===== src/rtl/video_core_elastic_stages.sv =====
// Elastic valid/ready pipeline of STAGE skid (SKID=1) or plain (SKID=0) stages carrying RGB and
// vga_fc_t, with flush and occupancy. Optional stats ports: define VIDEO_CORE_STAGES_STATS_EN.
package vga_pkg;
  typedef struct packed {
    logic sof;
    logic eol;
    logic de;
    logic hsync;
    logic vsync;
  } vga_fc_t;
endpackage

module video_core_elastic_stages
  import vga_pkg::*;
#(
  parameter int unsigned RGB_SIZE = 12,
  parameter int unsigned STAGE    = 2,
  parameter int unsigned SKID     = 1,
  parameter int unsigned CNT_W    = $clog2(2 * STAGE + 1)
) (
  input  logic                clk,
  input  logic                rst,
  input  logic                flush,
  input  logic                stage_in_vld,
  output logic                stage_in_rdy,
  input  vga_fc_t             stage_in_fc,
  input  logic [RGB_SIZE-1:0] stage_in_rgb,
  input  logic                stage_out_rdy,
  output logic                stage_out_vld,
  output vga_fc_t             stage_out_fc,
  output logic [RGB_SIZE-1:0] stage_out_rgb,
  output logic [CNT_W-1:0]    occupancy,
  output logic                empty
`ifdef VIDEO_CORE_STAGES_STATS_EN
  ,
  output logic [15:0]         stall_cnt,
  output logic [0:0]          full_seen
`endif
);

  localparam int unsigned W = $bits(vga_fc_t) + RGB_SIZE;

  typedef enum logic [1:0] {StEmpty, StOne, StTwo} skid_st_e;

  // Index i is the input side of stage i; index i+1 is its output side.
  logic [STAGE:0] vld;
  logic [STAGE:0] rdy;
  logic [W-1:0]   dat [STAGE+1];

  logic             in_xfer, out_xfer;
  logic [CNT_W-1:0] cnt_q, cnt_d;

  assign vld[0]     = stage_in_vld;
  assign dat[0]     = {stage_in_fc, stage_in_rgb};
  assign rdy[STAGE] = stage_out_rdy;

  for (genvar i = 0; i < STAGE; i++) begin : g_stage
    if (SKID != 0) begin : g_skid
      skid_st_e     st_q;
      logic [W-1:0] main_q, skid_q;
      logic         rdy_q;
      logic         in_x, out_x;

      assign in_x     = vld[i] & rdy_q;
      assign out_x    = (st_q != StEmpty) & rdy[i+1];
      assign rdy[i]   = rdy_q;
      assign vld[i+1] = (st_q != StEmpty);
      assign dat[i+1] = main_q;

      always_ff @(posedge clk or negedge rst) begin
        if (!rst) begin
          st_q   <= StEmpty;
          main_q <= '0;
          skid_q <= '0;
          rdy_q  <= 1'b1;
        end else if (flush) begin
          st_q  <= StEmpty;
          rdy_q <= 1'b1;
        end else begin
          unique case (st_q)
            StEmpty: begin
              if (in_x) begin
                main_q <= dat[i];
                st_q   <= StOne;
              end
            end
            StOne: begin
              if (in_x && out_x) begin
                main_q <= dat[i];
              end else if (out_x) begin
                st_q <= StEmpty;
              end else if (in_x) begin
                skid_q <= dat[i];
                st_q   <= StTwo;
                rdy_q  <= 1'b0;
              end
            end
            StTwo: begin
              if (out_x) begin
                main_q <= skid_q;
                st_q   <= StOne;
                rdy_q  <= 1'b1;
              end
            end
            default: begin
              st_q  <= StEmpty;
              rdy_q <= 1'b1;
            end
          endcase
        end
      end
    end else begin : g_plain
      logic         v_q;
      logic [W-1:0] d_q;

      // Ready ripples back: this stage can load unless it and every stage after it is full.
      assign rdy[i]   = stage_out_rdy | ~(&vld[STAGE:i+1]);
      assign vld[i+1] = v_q;
      assign dat[i+1] = d_q;

      always_ff @(posedge clk or negedge rst) begin
        if (!rst) begin
          v_q <= 1'b0;
          d_q <= '0;
        end else if (flush) begin
          v_q <= 1'b0;
        end else if (rdy[i]) begin
          v_q <= vld[i];
          if (vld[i]) begin
            d_q <= dat[i];
          end
        end
      end
    end
  end

  assign stage_in_rdy                  = rdy[0] & ~flush;
  assign stage_out_vld                 = vld[STAGE] & ~flush;
  assign {stage_out_fc, stage_out_rgb} = dat[STAGE];

  assign in_xfer  = stage_in_vld & stage_in_rdy;
  assign out_xfer = stage_out_vld & stage_out_rdy;

  always_comb begin
    cnt_d = cnt_q;
    if (flush) begin
      cnt_d = '0;
    end else begin
      cnt_d = cnt_q + CNT_W'(in_xfer) - CNT_W'(out_xfer);
    end
  end

  always_ff @(posedge clk or negedge rst) begin
    if (!rst) begin
      cnt_q <= '0;
    end else begin
      cnt_q <= cnt_d;
    end
  end

  assign occupancy = cnt_q;
  assign empty     = (cnt_q == '0);

`ifdef VIDEO_CORE_STAGES_STATS_EN
  localparam logic [CNT_W-1:0] CapC = CNT_W'((SKID != 0) ? 2 * STAGE : STAGE);

  logic [15:0] stall_q;
  logic        full_q;

  always_ff @(posedge clk or negedge rst) begin
    if (!rst) begin
      stall_q <= '0;
      full_q  <= 1'b0;
    end else if (flush) begin
      stall_q <= '0;
      full_q  <= 1'b0;
    end else begin
      if (stage_out_vld && !stage_out_rdy && (stall_q != 16'hFFFF)) begin
        stall_q <= stall_q + 16'd1;
      end
      if (cnt_d == CapC) begin
        full_q <= 1'b1;
      end
    end
  end

  assign stall_cnt = stall_q;
  assign full_seen = full_q;
`endif

endmodule

===== config.mk =====
export PLATFORM = sky130hd
export DESIGN_NAME = video_core_elastic_stages
export DESIGN_NICKNAME = d
export VERILOG_FILES = /design/src/rtl/video_core_elastic_stages.sv
export SDC_FILE = /design/constraint.sdc
export NUM_CORES = 1
export LEC_CHECK = 0
export ABC_AREA = 1
export BUFFER_PORTS_ARGS = -buffer_cell sky130_fd_sc_hd__clkbuf_2
export CORE_MARGIN = 4
export CORE_UTILIZATION = 34
export DETAILED_ROUTE_END_ITERATION = 8
export PLACE_DENSITY = 0.54
export REMOVE_ABC_BUFFERS = 1
export SKIP_LAST_GASP = 1
export SYNTH_ARGS = -nofsm -noshare
export SYNTH_HDL_FRONTEND = slang
export SYNTH_SLANG_ARGS = --single-unit

===== constraint.sdc =====
create_clock -name clk -period 2.79 [get_ports clk]
set_input_delay 0.558 -clock clk [delete_from_list [all_inputs] [get_ports clk]]
set_output_delay 0.558 -clock clk [all_outputs]
set_load 0.01 [all_outputs]

==> qor.log <==
[timing] accumulated negative setup slack 0 ps
[clock_tree] H-tree Lvls 3
[floorplan] Die Span X 111 um
[clock_tree] clock tree from TritonCTS yes
[final_layout] # nets final 510
[synthesis] cells after synthesis 447
[global_routing] maximum number of pins on one net before global-route repair 78
[place] DP Wirelength 4.73 mm
[floorplan] number of ports placed on the die boundary 45
[synthesis] warnings from Yosys 0
[drt] remaining antenna violation count 0
[synthesis] top-count cell post-synth nand2_1
[global_routing] antenna violations before repair 0
[timing] transition at the pin with the smallest max-transition slack 974 ps
[synthesis] sequential-to-total area share from yosys stat 0.536
[setup_path] category of the critical setup timing path reg2reg
[synthesis] largest cells by area after synthesis dfrtp_1 52%, nand2_1 16%, o21ai_0 12%, inv_1 5.1%, nand3_1 3.3%
[global_routing] global route overflow 0
[global_routing] number of global-route vias before repair 2776
[clock_tree] clock latency on the worst-skew pair 350 ps
[outcome] outcome completed
[drt] Total Routed Length 7.32 mm
[power_and_ir_drop] pwr/cell area 935 nW/um^2
[power_and_ir_drop] Static Leakage 2.08 nW
[drt] iteration count of the initial detailed-routing pass 4
[drt] vias after detailed routing 2814
[timing] period utilization 0.719
[setup_path] critical path peak fanout 4
[setup_path] family with the most delay on the worst path adder cells
[place] pre-CTS setup slack 444 ps
[job] total of max-cap violations 0
[floorplan] die height 111 um
[place] Port Buffers 44
[clock_tree] post-cts hold buffer count 0
[setup_path] reg2reg path depth 10
[setup_path] kind of launch point of the worst setup path register
[clock_tree] Clock transition at path regs 70 ps
[clock_tree] clock sinks 77
[synthesis] synthesized flop and latch total 77
[setup_path] most repeated library cell on the critical path inv_1
[drt] number of DRC violations after detailed-routing iteration 0 128
[drt] via/cell ratio 4.51
[clock_tree] clock root buffer clkbuf_8
[setup_path] critical path, cell by cell nand2_1 -> inv_1 -> nand2_1 -> ha_1 -> inv_1 -> ha_1 -> inv_1 -> fa_1 -> xor2_1 -> nor2_1
[synthesis] post-synth top area share 0.522
[clock_tree] number of clock buffers inserted by TritonCTS 9
[setup_path] launch point of the worst reg-to-reg path g_stage[0].g_skid.rdy_q$_DFFE_PN1P_
[setup_path] number of buffers and inverters on the critical path 3
[global_routing] global-route wire length before repair 12.9 mm
[synthesis] dominant cell type by area after synthesis dfrtp_1
[synthesis] synth cell count leaders 149 x nand2_1, 85 x o21ai_0, 75 x dfrtp_1
[place] RePlAce Congestion 0.810
[synthesis] mean cell area of the mapped netlist 8.05 um^2
[timing] achievable frequency 498 MHz
[synthesis] FFs w/ async S/R, synth 1.00
[setup_path] CP Data Arrival Time 2240 ps
[setup_path] cell type of the slowest stage on the worst timing path dfstp_2
[setup_path] required time at the worst-slack endpoint 3030 ps
[setup_path] element type at the critical path end register
[setup_path] launching element of the worst setup path g_stage[0].g_skid.rdy_q$_DFFE_PN1P_
[drt] DRC errors left 0
[synthesis] number of enable-type register cells in the synthesized netlist 0
[synthesis] netlist area before placement 3600 um^2
[global_routing] overall fraction of global-route tracks in use 0.128
[timing] headroom to the max-slew limit 0.351
[setup_path] minimum setup slack among reg-to-reg paths 780 ps
[power_and_ir_drop] sum of internal, switching and leakage power 3.80 mW
[drt] routed len/inst 11.7 um
[floorplan] area enclosed by the die boundary 12300 um^2
[timing] final-report setup violation count 0
[power_and_ir_drop] peak supply drop 0.000244 V
[setup_path] delay contributed by the slowest stage of the critical path 540 ps
[synthesis] number of distinct library cells after synthesis 28
[clock_tree] post-cts gate resize count 0
[timing] final critical-path required period 2010 ps
[final_layout] fraction of layout instances using a drive strength above 1 0.152
[synthesis] predominant post-synthesis flop cell dfrtp_1
[timing] count of final hold-check violations 0
[setup_path] Worst setup endpoint occupancy[2]$_DFF_PN0_
[timing] post-route clock skew 9.65 ps
[final_layout] growth of design area from synthesis to finish 12.9%
[min_path] worst hold path class in2async
[clock_tree] buffer count from post-CTS setup fixing 0
[final_layout] number of antenna diodes 0
[setup_path] Levels on crit path 10
[floorplan] Core Footprint 10300 um^2
[timing] Max Slew Vio Count 0
[timing] worst setup margin 783 ps
[setup_path] capture point of the worst reg-to-reg path occupancy[2]$_DFF_PN0_
[floorplan] placement row count 37
[timing] setup repair after global routing missed its margin no
[floorplan] Initial Util 0.349
[final_layout] utilization after layout 0.394
[clock_tree] clock tree buffer depth 2
layer usage:
metal | vias up | track usage | wire length [um]
met5 | - | 0 | 0
met4 | 0 | 0.0747 | 193
met3 | 14 | 0.0257 | 310
met2 | 51 | 0.197 | 3160
met1 | 1272 | 0.167 | 3650
li1 | 1477 | - | -
placed cells by master (no fill, tap or decap), types with 4 or more instances in the layout:
| master | Yosys | layout |
|---|---|---|
| nor2_1 | 19 | 19 |
| nand2_1 | 149 | 149 |
| dfrtp_1 | 75 | 75 |
| buf_4 | 1 | 4 |
| nand3_1 | 24 | 24 |
| inv_1 | 49 | 49 |
| o21ai_0 | 85 | 85 |
| clkbuf_2 | 1 | 43 |
| clkbuf_8 | 0 | 10 |
area by class of cell:
cell class                 instances  area [um^2]
inverter                          52          195
clock inverter                     4         26.3
timing repair buffer              47          245
clock buffer                      10          138
tap                              136          170
fill                            1063         6260
multi-input combinational        298         1360
sequential                        77         1930
worst min path at each step:
stage / start / end / slack (ps) / depth (start not counted)
detailed placement: g_stage[1].g_skid.main_q[11]$_DFFE_PN0P_ / g_stage[1].g_skid.main_q[11]$_DFFE_PN0P_ / 460 / 2
floorplan: rst / g_stage[0].g_skid.main_q[0]$_DFFE_PN0P_ / 260 / 0
finish: rst / g_stage[1].g_skid.main_q[6]$_DFFE_PN0P_ / 350 / 1
CTS: rst / g_stage[0].g_skid.skid_q[4]$_DFFE_PN0P_ / 400 / 1
global placement: g_stage[1].g_skid.main_q[11]$_DFFE_PN0P_ / g_stage[1].g_skid.main_q[11]$_DFFE_PN0P_ / 460 / 2
global route: stage_in_fc[4] / g_stage[0].g_skid.skid_q[16]$_DFFE_PN0P_ / 450 / 3
cell families (layout without fill, tap and decap cells):
| family | Yosys count | in the layout | synth area share |
|---|---|---|---|
| AND/OR/NAND/NOR | 202 | 202 | 0.230 |
| AO/OA/AOI/OAI | 91 | 91 | 0.130 |
| flip-flops | 77 | 77 | 0.536 |
| buffers and inverters | 72 | 113 | 0.0862 |
| adder cells (fa/ha/maj) | 3 | 3 | 0.0125 |
| XOR/XNOR | 2 | 2 | 0.00487 |
flip-flops by register name, indices dropped and copies added, names as in the netlist:
| signal | count |
|---|---|
| g_stage.g_skid.main_q | 34 |
| g_stage.g_skid.rdy_q | 2 |
| g_stage.g_skid.skid_q | 34 |
| g_stage.g_skid.st_q | 4 |
| occupancy | 3 |
per-stage QoR:
stage | hold WS [ps] | instance area (um^2) | instances
final | 354 | 4060 | 624
after global routing | 451 | 4060 | 624
after CTS | 404 | 4060 | 624
after detailed placement | 460 | 3900 | 610
after global placement | 456 | 3900 | 610
after floorplan | 262 | 3480 | 427
power by group:
| part | internal [mW] | switching, mW | total (mW) |
|---|---|---|---|
| logic | 0.446 | 0.787 | 1.23 |
| registers | 1.60 | 0.226 | 1.83 |
| clock network | 0.336 | 0.401 | 0.736 |
No activity file was read; power rests on OpenSTA's default activity.
